**src/rtl/lbm_field_streamer.sv**
```systemverilog
// lbm_field_streamer: captures per-cell LBM macroscopic fields into a FIFO and streams each cell as two beats
// Ports:
//   clk, rst (async active-low)      clock and reset
//   en, clear                        capture enable, synchronous flush
//   in_valid, rho/u_x/u_y/u_squared  per-cell sample from the solver
//   barrier                          sample is a barrier cell (velocities forced to zero)
//   m_data/m_valid/m_ready           output stream; m_user marks first beat of frame, m_last last beat
//   fifo_level, overflow             queued entries (excluding the holding register), sticky drop flag
//   frame_count                      number of completed frames of cell indices
module lbm_field_streamer #(
    parameter int DATA_WIDTH = 16,
    parameter int CELLS      = 2500,
    parameter int FIFO_DEPTH = 16
) (
    input  logic                          clk,
    input  logic                          rst,
    input  logic                          en,
    input  logic                          clear,
    input  logic                          in_valid,
    input  logic [DATA_WIDTH-1:0]         rho,
    input  logic [DATA_WIDTH-1:0]         u_x,
    input  logic [DATA_WIDTH-1:0]         u_y,
    input  logic [DATA_WIDTH-1:0]         u_squared,
    input  logic                          barrier,
    output logic [2*DATA_WIDTH-1:0]       m_data,
    output logic                          m_valid,
    input  logic                          m_ready,
    output logic                          m_last,
    output logic                          m_user,
    output logic [$clog2(FIFO_DEPTH):0]   fifo_level,
    output logic                          overflow,
    output logic [15:0]                   frame_count
);
    localparam int DW = DATA_WIDTH;
    localparam int IW = (CELLS > 1) ? $clog2(CELLS) : 1;
    localparam int AW = $clog2(FIFO_DEPTH);
    localparam int LW = AW + 1;
    localparam int EW = IW + 4 * DW;
    localparam logic [IW-1:0] LAST_IDX = IW'(CELLS - 1);
    localparam logic [LW-1:0] DEPTH    = LW'(FIFO_DEPTH);

    typedef enum logic [1:0] {IDLE, BEAT0, BEAT1} state_t;

    // Entry layout {index, rho, u_squared, u_x, u_y}: the upper data half is beat 0, the lower half beat 1.
    logic [EW-1:0]   mem_q [FIFO_DEPTH];
    logic [AW-1:0]   wr_ptr_q, wr_ptr_d, rd_ptr_q, rd_ptr_d;
    logic [LW-1:0]   level_q, level_d;
    logic [IW-1:0]   idx_q, idx_d;
    logic [15:0]     frame_q, frame_d;
    logic            ovf_q, ovf_d;
    logic            accept, full, empty, push, pop, wrap;
    logic [DW-1:0]   keep;
    logic [EW-1:0]   wr_entry, head, hold_q;
    state_t          state_q;
    logic [2*DW-1:0] data_q;
    logic            valid_q, last_q, user_q;

    assign accept   = en & in_valid & ~clear;
    assign full     = level_q == DEPTH;
    assign empty    = level_q == '0;
    // Fullness is judged on the pre-edge level, so a pop in the same cycle does not make room.
    assign push     = accept & ~full;
    assign pop      = ~clear & ~empty & (state_q == IDLE || (state_q == BEAT1 && m_ready));
    assign wrap     = idx_q == LAST_IDX;
    assign keep     = {DW{~barrier}};
    assign wr_entry = {idx_q, rho, u_squared & keep, u_x & keep, u_y & keep};
    assign head     = mem_q[rd_ptr_q];

    // Dropped samples still advance the index so the stream stays aligned to the lattice.
    always_comb begin
        idx_d    = clear ? '0 : accept ? (wrap ? '0 : idx_q + IW'(1)) : idx_q;
        frame_d  = clear ? '0 : (accept & wrap) ? frame_q + 16'd1 : frame_q;
        ovf_d    = ~clear & (ovf_q | (accept & full));
        wr_ptr_d = clear ? '0 : wr_ptr_q + AW'(push);
        rd_ptr_d = clear ? '0 : rd_ptr_q + AW'(pop);
        level_d  = clear ? '0 : level_q + LW'(push) - LW'(pop);
    end

    always_ff @(posedge clk) begin
        if (push) mem_q[wr_ptr_q] <= wr_entry;
    end

    always_ff @(posedge clk or negedge rst) begin
        if (!rst) begin
            wr_ptr_q <= '0;
            rd_ptr_q <= '0;
            level_q  <= '0;
            idx_q    <= '0;
            frame_q  <= '0;
            ovf_q    <= 1'b0;
        end else begin
            wr_ptr_q <= wr_ptr_d;
            rd_ptr_q <= rd_ptr_d;
            level_q  <= level_d;
            idx_q    <= idx_d;
            frame_q  <= frame_d;
            ovf_q    <= ovf_d;
        end
    end

    // Output FSM: one popped entry is held while its two beats are presented.
    always_ff @(posedge clk or negedge rst) begin
        if (!rst) begin
            state_q <= IDLE;
            hold_q  <= '0;
            valid_q <= 1'b0;
            data_q  <= '0;
            user_q  <= 1'b0;
            last_q  <= 1'b0;
        end else if (clear) begin
            state_q <= IDLE;
            valid_q <= 1'b0;
            data_q  <= '0;
            user_q  <= 1'b0;
            last_q  <= 1'b0;
        end else if (pop) begin
            state_q <= BEAT0;
            hold_q  <= head;
            valid_q <= 1'b1;
            data_q  <= head[4*DW-1 -: 2*DW];
            user_q  <= head[EW-1 -: IW] == '0;
            last_q  <= 1'b0;
        end else if (state_q == BEAT0 && m_ready) begin
            state_q <= BEAT1;
            data_q  <= hold_q[2*DW-1:0];
            user_q  <= 1'b0;
            last_q  <= hold_q[EW-1 -: IW] == LAST_IDX;
        end else if (state_q == BEAT1 && m_ready) begin
            state_q <= IDLE;
            valid_q <= 1'b0;
            data_q  <= '0;
            last_q  <= 1'b0;
        end
    end

    assign m_data      = data_q;
    assign m_valid     = valid_q;
    assign m_user      = user_q;
    assign m_last      = last_q;
    assign fifo_level  = level_q;
    assign overflow    = ovf_q;
    assign frame_count = frame_q;
endmodule

```
**config.mk**
```make
export PLATFORM = sky130hd
export DESIGN_NAME = lbm_field_streamer
export DESIGN_NICKNAME = d
export VERILOG_FILES = /design/src/rtl/lbm_field_streamer.sv
export SDC_FILE = /design/constraint.sdc
export NUM_CORES = 1
export LEC_CHECK = 0
export ABC_CLOCK_PERIOD_IN_PS = 12900
export CAP_MARGIN = 20
export CORE_MARGIN = 3
export CORE_UTILIZATION = 35
export DETAILED_ROUTE_END_ITERATION = 8
export GPL_TIMING_DRIVEN = 0
export PLACE_DENSITY = 0.46
export SYNTH_ARGS = -nofsm -noshare
export SYNTH_HDL_FRONTEND = slang
export SYNTH_SLANG_ARGS = --single-unit
```
**constraint.sdc**
```tcl
create_clock -name clk -period 12.9 [get_ports clk]
set_input_delay 2.58 -clock clk [delete_from_list [all_inputs] [get_ports clk]]
set_output_delay 2.58 -clock clk [all_outputs]
set_load 0.005 [all_outputs]
```
==> results.py, run 1 <==
metrics = {
    "global_route": {
        "antenna_found_initial": 16,
        "grt_start_max_net_pins": 77,
        "grt_first_pass_wirelength_um": 222000,
        "grt_pass1_vias": 28400,
        "overflow": 0,
        "grt_usage_pct": 20.9,
    },
    "final_layout": {
        "multi_input_area_mm2": 0.0114,
        "fill_cells": 12900,
        "utilization_pct": 42.6,
        "drive_above_1_share_pct": 20.5,
        "regArea_mm2": 0.0396,
        "fin_nets": 3140,
        "area_growth_pct": 20.6,
    },
    "sta": {
        "finalClockSkew_ns": 0.0281,
        "finalCritPeriodShare_pct": 44.8,
        "slew_headroom_pct": 24.8,
        "rsz0062_at_grt": "false",
        "fin_crit_ns": 5.78,
        "finalHoldViolCount": 0,
        "final.setup.worst_slack_ns": 7.12,
        "tightest_slew_ns": 1.13,
        "finalSetupViolCount": 0,
        "max_freq_mhz": 173,
        "slew_viol_final": 0,
    },
    "logic_synthesis": {
        "yosys.cell_types.count": 58,
        "yosys_warnings": 0,
        "ys_async_sr_fraction_pct": 9.19,
        "synthesis.area_mm2": 0.0516,
        "ys_seq_area_share_pct": 76.7,
        "yosysTopAreaCellShare_pct": 70.8,
        "synth_fp_nets": 2708,
        "ys_seq_elements": 1339,
        "synth_flop_cell": "edfxtp_1",
        "ys_top_cells_by_area": "edfxtp_1, mux4_2, dfrtp_1, mux2i_1, o221ai_1",
        "yosysTopAreaCell": "edfxtp_1",
        "synth_edf_count": 1216,
        "syn_inst": 2624,
        "synth_area_per_cell_um2": 19.7,
    },
    "power_and_ir_drop": {
        "switching_share_pct": 26.9,
        "p_int_mw": 8.27,
        "comb_power_share_pct": 18.3,
        "power.net_switching_mw": 3.05,
        "ir_drop_mv": 0.110,
        "leakagePower_nw": 20.1,
        "powerDensity_mw_per_mm2": 182,
        "p_seq_share_pct": 44.7,
        "clockPowerShare_pct": 37.0,
    },
    "setup_path": {
        "required_ns": 13.37,
        "start_kind": "input pin",
        "worstPathArrival_ns": 6.26,
        "path_class": "input pin to flop",
        "cp_max_fo": 7,
        "end_kind": "flop",
    },
    "placed_design": {
        "dp_hpwl_um": 108000,
        "port_buffers": 125,
        "post-place-ws_ns": 6.36,
        "routabilityCongestion": 0.751,
    },
    "floorplanning": {
        "core-area_mm2": 0.146,
        "die-area_mm2": 0.152,
        "start_util_pct": 35.3,
        "fp.dieH_um": 390,
        "row_count": 140,
        "die_w_um": 390,
        "num_io_pins": 128,
    },
    "route": {
        "drt_iter0_markers": 3007,
        "vias_per_cell": 5.47,
        "ant_nets": 0,
        "routedWlPerCell_um": 31.0,
        "wl_um": 158000,
        "route.vias.total": 27900,
        "dr.pass1.iters": 6,
        "drc_errors": 0,
    },
    "clock_network": {
        "cts-root-buf": "clkbuf_16",
        "cts_tree": "done",
        "ctsHoldBuffers": 0,
        "clk_latency_ns": 0.78,
        "post_cts_resize_count": 0,
        "cts_made_buffers": 148,
        "cts_setup_buffers": 0,
        "clock-sinks": 1339,
        "clockBufferDepth": 3,
        "clk_pin_slew_worst_paths_ns": 0.06,
        "htreeDepth": 4,
    },
    "job": {
        "drv_cap": 0,
    },
    "outcome": {
        "status": "complete, no violations",
    },
    "worst_hold_path": {
        "hold_path_class": "flop to flop",
    },
}
-- routing by layer --
layer  track usage, %  wire [um]  vias up
met3             4.28      10400      221
met2             34.0      76100      952
met5                0         42        -
li1                 -          -    11700
met4             5.60       4100        6
met1             28.5      67300    15000
-- cells by family (layout without fill, tap and decap cells) --
group,Yosys count,after routing,synth area share (%)
DFF,1339,1339,76.7
muxes,422,422,13.2
AOI/OAI and AO/OA,355,355,5.10
and+or+nand+nor,302,302,2.80
buffers and inverters,169,723,1.45
xor gates and xnor gates,24,24,0.407
adders and majority gates,13,13,0.330
other,0,2,0
-- final timing paths --
| kind | start | to | slack (ns) | cells after the start |
|---|---|---|---|---|
| worst min register to register | hold_q[30] | hold_q[30] | 0.48 | 2 |
| worst max-delay path | en | mem_q[0][21] | 7.12 | 12 |
| min in group asynchronous | rst | idx_q[1] | 1.74 | 1 |
| worst min-delay path | hold_q[30] | hold_q[30] | 0.48 | 2 |
| max in group asynchronous | rst | m_data[22] | 10.27 | 2 |
| worst max register to register | rd_ptr_q[3] | hold_q[8] | 8.49 | 8 |
-- placed cells by master, fill, tap and decap left out, types with 8 or more instances in the layout --
cell / Yosys / final
o221ai_1: 149 / 149
a22oi_1: 15 / 15
dfrtp_1: 123 / 123
buf_8: 0 / 12
buf_12: 0 / 29
clkbuf_1: 99 / 137
ha_1: 12 / 12
bufinv_16: 0 / 13
a221o_1: 24 / 24
clkbuf_16: 0 / 154
a21oi_1: 38 / 38
mux2i_1: 210 / 210
nand2_1: 125 / 125
clkinv_2: 0 / 17
buf_16: 0 / 15
nand3_1: 17 / 17
buf_2: 33 / 33
xor2_1: 17 / 17
o21ai_0: 96 / 96
nor2b_1: 55 / 55
clkinv_1: 2 / 33
clkdlybuf4s50_1: 0 / 124
buf_4: 18 / 87
and3_1: 9 / 9
nor2_1: 57 / 48
inv_1: 10 / 10
o221a_2: 8 / 8
a221oi_1: 8 / 8
edfxtp_1: 1216 / 1216
nor2_4: 0 / 9
buf_6: 1 / 34
mux4_2: 204 / 204
-- final cells by class --
| class | count | area share (%) |
|---|---|---|
| plain buffers | 157 | 1.14 |
| multi-input cells | 1116 | 18.3 |
| clock buffers | 196 | 6.49 |
| diodes | 2 | 0.00804 |
| repair buffers | 282 | 5.31 |
| inverters | 12 | 0.0724 |
| well taps | 1917 | 3.85 |
| clock inverters | 76 | 1.24 |
| flip-flops and latches | 1339 | 63.6 |
-- synthesized netlist by cell type, types with 3 or more instances --
cell type	n
mux4_2	204
a221o_1	24
nor4_1	4
o221a_2	8
dfrtp_1	123
o21ai_0	96
nor3_1	7
clkbuf_1	99
and3_1	9
a221oi_1	8
nand2b_1	3
nand3_1	17
a21o_1	3
a22oi_1	15
mux2i_1	210
buf_4	18
or3_1	5
mux2_2	7
edfxtp_1	1216
xor2_1	17
buf_2	33
xnor2_1	7
ha_1	12
inv_1	10
nor2b_1	55
a21oi_1	38
buf_1	6
o221ai_1	149
nand4_1	5
nand2_1	125
nor2_1	57
-- per-stage QoR --
stage / setup TNS (ns) / instance area (um2) / std cells / hold WS [ns] / total power [mW]
floorplan: 0 / 51600 / 2624 / 0.449 / 6.34
global placement: -5190.82 / 55300 / 4666 / 0.474 / 7.21
detailed placement: 0 / 57400 / 4822 / 0.476 / 7.26
CTS: 0 / 62200 / 5094 / 0.488 / 11.5
global route: 0 / 62200 / 5095 / 0.512 / 11.7
finish: 0 / 62200 / 5097 / 0.482 / 11.3
-- power groups by stage --
stage | combinational [mW] | clock [mW] | sequential (mW)
after floorplan | 1.30 | 0 | 5.04
after global placement | 2.06 | 0 | 5.15
after detailed placement | 2.11 | 0 | 5.14
after CTS | 2.12 | 4.28 | 5.05
after global routing | 2.22 | 4.46 | 5.07
final | 2.07 | 4.19 | 5.05
-- worst max-delay path, cell delays in order --
cell and delay, ns:
clkdlybuf4s50_1 0.54, nand2_1 0.15, or3_1 0.34, clkbuf_1 0.24, nor2_1 0.21, nor4b_2 0.86
buf_4 0.31, buf_4 0.19, buf_4 0.20, buf_4 0.21, buf_4 0.20, buf_4 0.20
-- registers in the layout, indices dropped and copies added, names as in the netlist --
signal / flops
m_valid: 1
fifo_level: 5
state_q: 2
frame_count: 16
m_last: 1
idx_q: 12
m_user: 1
mem_q: 1216
m_data: 32
wr_ptr_q: 4
overflow: 1
hold_q: 44
rd_ptr_q: 4
No activity file was read; power rests on OpenSTA's default activity.
==> run 2, diff against run 1 <==
Settings changed: ABC_CLOCK_PERIOD_IN_PS 12900 to 5600.
Clock period 12.9 ns to 5.6 ns, I/O delays scaled along.
==> run 2 against run 1 <==
Clock power rose by 120%. Core utilization fell by 0.13 points. Critical path depth fell by 4. Global-route usage fell by 0.13 points. Clock skew fell by 0.0068 ns. Final cell count fell by 0.98%. Combinational power rose by 130%. Register-to-register slack got worse by 7.5 ns. Sequential share of layout area rose by 0.20 points.
==> results.py, run 2 (same netlist as run 1, synthesis figures left out) <==
metrics = {
    "clock_network": {
        "cts-root-buf": "clkbuf_16",
        "clk_latency_ns": 0.77,
        "cts_made_buffers": 146,
        "cts_setup_buffers": 0,
        "ctsHoldBuffers": 0,
        "clock-sinks": 1339,
        "htreeDepth": 4,
        "clk_pin_slew_worst_paths_ns": 0.06,
        "post_cts_resize_count": 0,
        "cts_tree": "done",
        "clockBufferDepth": 3,
    },
    "sta": {
        "rsz0062_at_grt": "false",
        "slew_viol_final": 0,
        "finalSetupTns_ns": 0,
        "slew_headroom_pct": 22.6,
        "final.setup.worst_slack_ns": 1.03,
        "finalCritPeriodShare_pct": 81.6,
        "finalClockSkew_ns": 0.0213,
        "finalHoldViolCount": 0,
        "tightest_slew_ns": 1.16,
        "fin_crit_ns": 4.57,
        "finalSetupViolCount": 0,
        "max_freq_mhz": 219,
    },
    "route": {
        "wl_um": 157000,
        "dr.pass1.iters": 7,
        "drc_errors": 0,
        "drt_iter0_markers": 2405,
        "route.vias.total": 27600,
        "routedWlPerCell_um": 31.2,
        "vias_per_cell": 5.47,
        "ant_nets": 0,
    },
    "setup_path": {
        "required_ns": 6.28,
        "critPathBufInv": 5,
        "cp_top_family": "buffers and inverters",
        "crit_chain": "clkinv_1 -> clkbuf_1 -> buf_8 -> clkbuf_1 -> nand2_1 -> clkbuf_1 -> o221ai_1 -> o21ai_0",
        "crit_slowest_cell": "clkbuf_1",
        "worstPathArrival_ns": 5.24,
        "path_class": "flop to flop",
        "start_kind": "flop",
        "cp_max_fo": 10,
        "end_kind": "flop",
        "critPathMostFrequentCell": "clkbuf_1",
        "cp_slowest_stage_delay_ns": 0.74,
    },
    "global_route": {
        "grt_first_pass_wirelength_um": 219000,
        "grt_usage_pct": 20.7,
        "antenna_found_initial": 10,
        "overflow": 0,
        "grt_start_max_net_pins": 74,
        "grt_pass1_vias": 28100,
    },
    "power_and_ir_drop": {
        "powerDensity_mw_per_mm2": 413,
        "ir_drop_mv": 0.236,
        "leakagePower_nw": 19.8,
    },
    "floorplanning": {
        "row_count": 140,
        "fp.dieH_um": 390,
        "die_w_um": 390,
        "start_util_pct": 35.3,
        "die-area_mm2": 0.152,
        "core-area_mm2": 0.146,
        "num_io_pins": 128,
    },
    "final_layout": {
        "area_growth_pct": 20.3,
        "top_register": "mem_q",
        "instances_no_fill": 5047,
        "final_cell_mix": "edfxtp_1, mux2i_1, mux4_2, o221ai_1, clkbuf_16",
        "drive_above_1_share_pct": 19.6,
        "fin_nets": 3090,
        "mostFrequentLayoutCell": "edfxtp_1",
        "largest_reg_flops": 1216,
        "utilization_pct": 42.5,
        "finalInstanceArea_mm2": 0.0621,
    },
    "placed_design": {
        "port_buffers": 125,
        "routabilityCongestion": 0.759,
        "placed_area_mm2": 0.0574,
        "post-place-ws_ns": 0.511,
        "dp.cells": 4775,
        "dp_hpwl_um": 108000,
    },
    "outcome": {
        "status": "complete, no violations",
    },
    "worst_hold_path": {
        "hold_path_class": "input pin to async pin",
    },
    "job": {
        "drv_cap": 0,
    },
}
-- run 2: cell type report --
cell class	instances	area, um2
antenna	5	12.5
buffer	157	707
clock buffer	201	4060
clock inverter	66	537
fill	12800	84000
inverter	12	45.0
multi-input combinational	1116	11400
sequential	1339	39600
tap	1917	2400
timing repair buffer	234	3270
-- run 2: per-stage QoR --
step / hold WS [ns] / total power [mW]
final: 0.317 / 25.6
after global routing: 0.319 / 26.6
after CTS: 0.286 / 25.9
after detailed placement: 0.472 / 16.7
after global placement: 0.473 / 16.6
after floorplan: 0.449 / 14.6
-- run 2: report_power, final --
group	leakage [nW]	switching [mW]	internal, mW
sequential	12.8	0.390	11.2
clock	2.26	3.92	5.32
combinational	4.83	2.66	2.11
total	19.8	6.97	18.7
-- run 2: path summary, 6_finish.rpt --
check	startpoint	to	slack, ns	depth (start not counted)
max	rd_ptr_q[3]	hold_q[18]	1.03	8
min	rst	idx_q[3]	0.32	1
max reg2reg	rd_ptr_q[3]	hold_q[18]	1.03	8
min reg2reg	hold_q[30]	hold_q[30]	0.48	2
max in group asynchronous	rst	m_data[27]	4.45	2
min in group clk	hold_q[30]	hold_q[30]	0.48	2
-- run 2: per-layer routing --
layer	track usage [%]	wire [um]
met1	28.3	67300
met2	33.8	75900
met3	4.63	10400
met4	5.26	3640
met5	0	0
-- run 2: worst reg2reg max path, stage by stage, from the launching register on --
cell and delay, ns:
dfrtp_1 0.72, clkinv_1 0.65, clkbuf_1 0.46, buf_8 0.27, clkbuf_1 0.47, nand2_1 0.36, clkbuf_1 0.74, o221ai_1 0.52
o21ai_0 0.29
==> run 3, diff against run 2 <==
Settings changed: ABC_CLOCK_PERIOD_IN_PS 5600 to 4300.
Clock period 5.6 ns to 4.3 ns, I/O delays scaled along.
==> run 3 against run 2 <==
Flip-flop and latch count did not move. Power grew 32%. Critical path type unchanged. First-iteration DRC count up 11%. Clock skew about the same. Highest routed layer is now met5. Die area stayed put. Sequential power increased by 31%. Wire length increased by 1.2%. Non-clock buffer count increased by 5. Core utilization grew 0.21 points. Largest cell class unchanged. Maximum frequency grew 7.1%.
==> results.py, run 3 (same netlist as run 1, synthesis figures left out) <==
metrics = {
    "setup_path": {
        "cp_max_fo": 10,
        "crit_chain": "clkbuf_1 -> clkbuf_1 -> clkbuf_1 -> o221ai_1 -> o221ai_1 -> o21ai_0",
        "worstPathArrival_ns": 4.89,
        "required_ns": 4.93,
        "path_class": "flop to flop",
        "end_kind": "flop",
        "critPathMostFrequentCell": "clkbuf_1",
        "cp_slowest_stage_delay_ns": 0.83,
        "start_kind": "flop",
        "crit_slowest_cell": "clkbuf_1",
    },
    "route": {
        "drc_errors": 0,
        "routedWlPerCell_um": 31.5,
        "vias_per_cell": 5.48,
        "wl_um": 159000,
        "ant_nets": 0,
        "route.vias.total": 27700,
        "dr.pass1.iters": 5,
        "drt_iter0_markers": 2663,
    },
    "placed_design": {
        "placed_area_mm2": 0.0576,
        "port_buffers": 125,
        "routabilityCongestion": 0.754,
        "dp_hpwl_um": 109000,
    },
    "outcome": {
        "status": "complete, no violations",
    },
    "clock_network": {
        "clk_pin_slew_worst_paths_ns": 0.06,
        "clockBufferDepth": 3,
        "clock-sinks": 1339,
        "clk_latency_ns": 0.78,
        "cts_tree": "done",
        "cts_made_buffers": 147,
        "htreeDepth": 4,
        "ctsHoldBuffers": 0,
        "cts-root-buf": "clkbuf_16",
    },
    "final_layout": {
        "largest_reg_flops": 1216,
        "mostFrequentLayoutCell": "edfxtp_1",
        "top_register": "mem_q",
        "final_cell_mix": "edfxtp_1, mux2i_1, mux4_2, clkbuf_16, o221ai_1",
        "finalInstanceArea_mm2": 0.0624,
        "fin_nets": 3096,
        "drive_above_1_share_pct": 20.1,
        "utilization_pct": 42.7,
        "area_growth_pct": 20.8,
    },
    "power_and_ir_drop": {
        "ir_drop_mv": 0.308,
        "leakagePower_nw": 20.0,
        "powerDensity_mw_per_mm2": 541,
    },
    "global_route": {
        "overflow": 0,
        "grt_start_max_net_pins": 67,
        "grt_usage_pct": 21.0,
        "grt_first_pass_wirelength_um": 222000,
        "grt_pass1_vias": 28300,
        "antenna_found_initial": 15,
    },
    "sta": {
        "finalHoldViolCount": 0,
        "max_freq_mhz": 234,
        "slew_viol_final": 0,
        "rsz0062_at_grt": "false",
        "finalSetupViolCount": 0,
        "fin_crit_ns": 4.27,
        "tightest_slew_ns": 1.19,
        "finalCritPeriodShare_pct": 99.2,
        "finalClockSkew_ns": 0.0208,
        "slew_headroom_pct": 20.7,
    },
    "job": {
        "drv_cap": 0,
    },
    "worst_hold_path": {
        "hold_path_class": "input pin to async pin",
    },
    "floorplanning": {
        "num_io_pins": 128,
        "row_count": 140,
        "fp.dieH_um": 390,
        "die_w_um": 390,
        "core-area_mm2": 0.146,
        "start_util_pct": 35.3,
        "die-area_mm2": 0.152,
    },
}
## run 3: changes by cell type in the layout (fill, tap and decap cells not counted), moves of 2 or more
cell | before | now
clkbuf_2 | 1 | 5
diode_2 | 5 | 3
clkinv_1 | 23 | 17
inv_16 | 0 | 2
buf_6 | 31 | 33
buf_16 | 27 | 34
clkbuf_1 | 136 | 132
clkinv_8 | 5 | 3
bufinv_16 | 5 | 9
clkinvlp_4 | 3 | 5
buf_12 | 31 | 29
## run 3: final timing paths
check	start	endpoint	slack, ns	depth (start not counted)
min reg2reg	hold_q[12]	hold_q[12]	0.48	2
max reg2reg	rd_ptr_q[3]	hold_q[18]	0.03	6
min in group clk	hold_q[12]	hold_q[12]	0.48	2
max in group asynchronous	rst	hold_q[30]	3.35	2
max	rd_ptr_q[3]	hold_q[18]	0.03	6
min	rst	idx_q[7]	0.11	1
## run 3: critical path, delay by kind of cell (launching register included)
| kind | cells | cell delay, ns |
|---|---|---|
| compound gates | 3 | 1.03 |
| flops | 1 | 0.70 |
| buf+inv | 3 | 2.35 |
## run 3: cell type report
type | count | area [um2]
Antenna cell | 3 | 7.51
Multi-Input combinational cell | 1116 | 11400
Sequential cell | 1339 | 39600
Buffer | 155 | 714
Clock buffer | 203 | 4070
Inverter | 12 | 45.0
Fill cell | 12800 | 83700
Tap cell | 1917 | 2400
Timing Repair Buffer | 241 | 3430
Clock inverter | 66 | 639
## run 3: report_power, final
part | internal (mW) | total (mW) | switching, mW
combinational | 2.75 | 6.23 | 3.48
clock | 7.19 | 12.3 | 5.13
sequential | 14.6 | 15.2 | 0.539
total | 24.6 | 33.7 | 9.15
## run 3: timing repair
| action | in CTS | in global routing |
|---|---|---|
| pin swaps | 0 | 0 |
| setup endpoints to repair | 29 | 5 |
| resized for setup | 4 | 0 |
| gates cloned | 0 | 0 |
| setup buffers | 0 | 0 |
## run 3: layer usage
layer  global-route usage, %  up-vias  share of wire, %
li1                        -    11600                 -
met1                    29.2    14900                44
met2                    34.1      918                48
met3                    3.94      213               6.2
met4                    5.38        2               2.1
met5                       0        -            0.0082
## run 3: metrics by stage
step	power (mW)	setup TNS (ns)	std cells	hold WS, ns	worst slack (ns)
final	33.7	0	5052	0.107	0.0343
after global routing	35.0	0	5049	0.120	0.000945
after CTS	34.1	0	5048	0.0768	0.0168
after detailed placement	21.8	-7.25	4780	0.474	-0.627
after floorplan	19.0	-340.74	2624	0.449	-1.08
after global placement	21.6	-6412.14	4666	0.468	-7.49
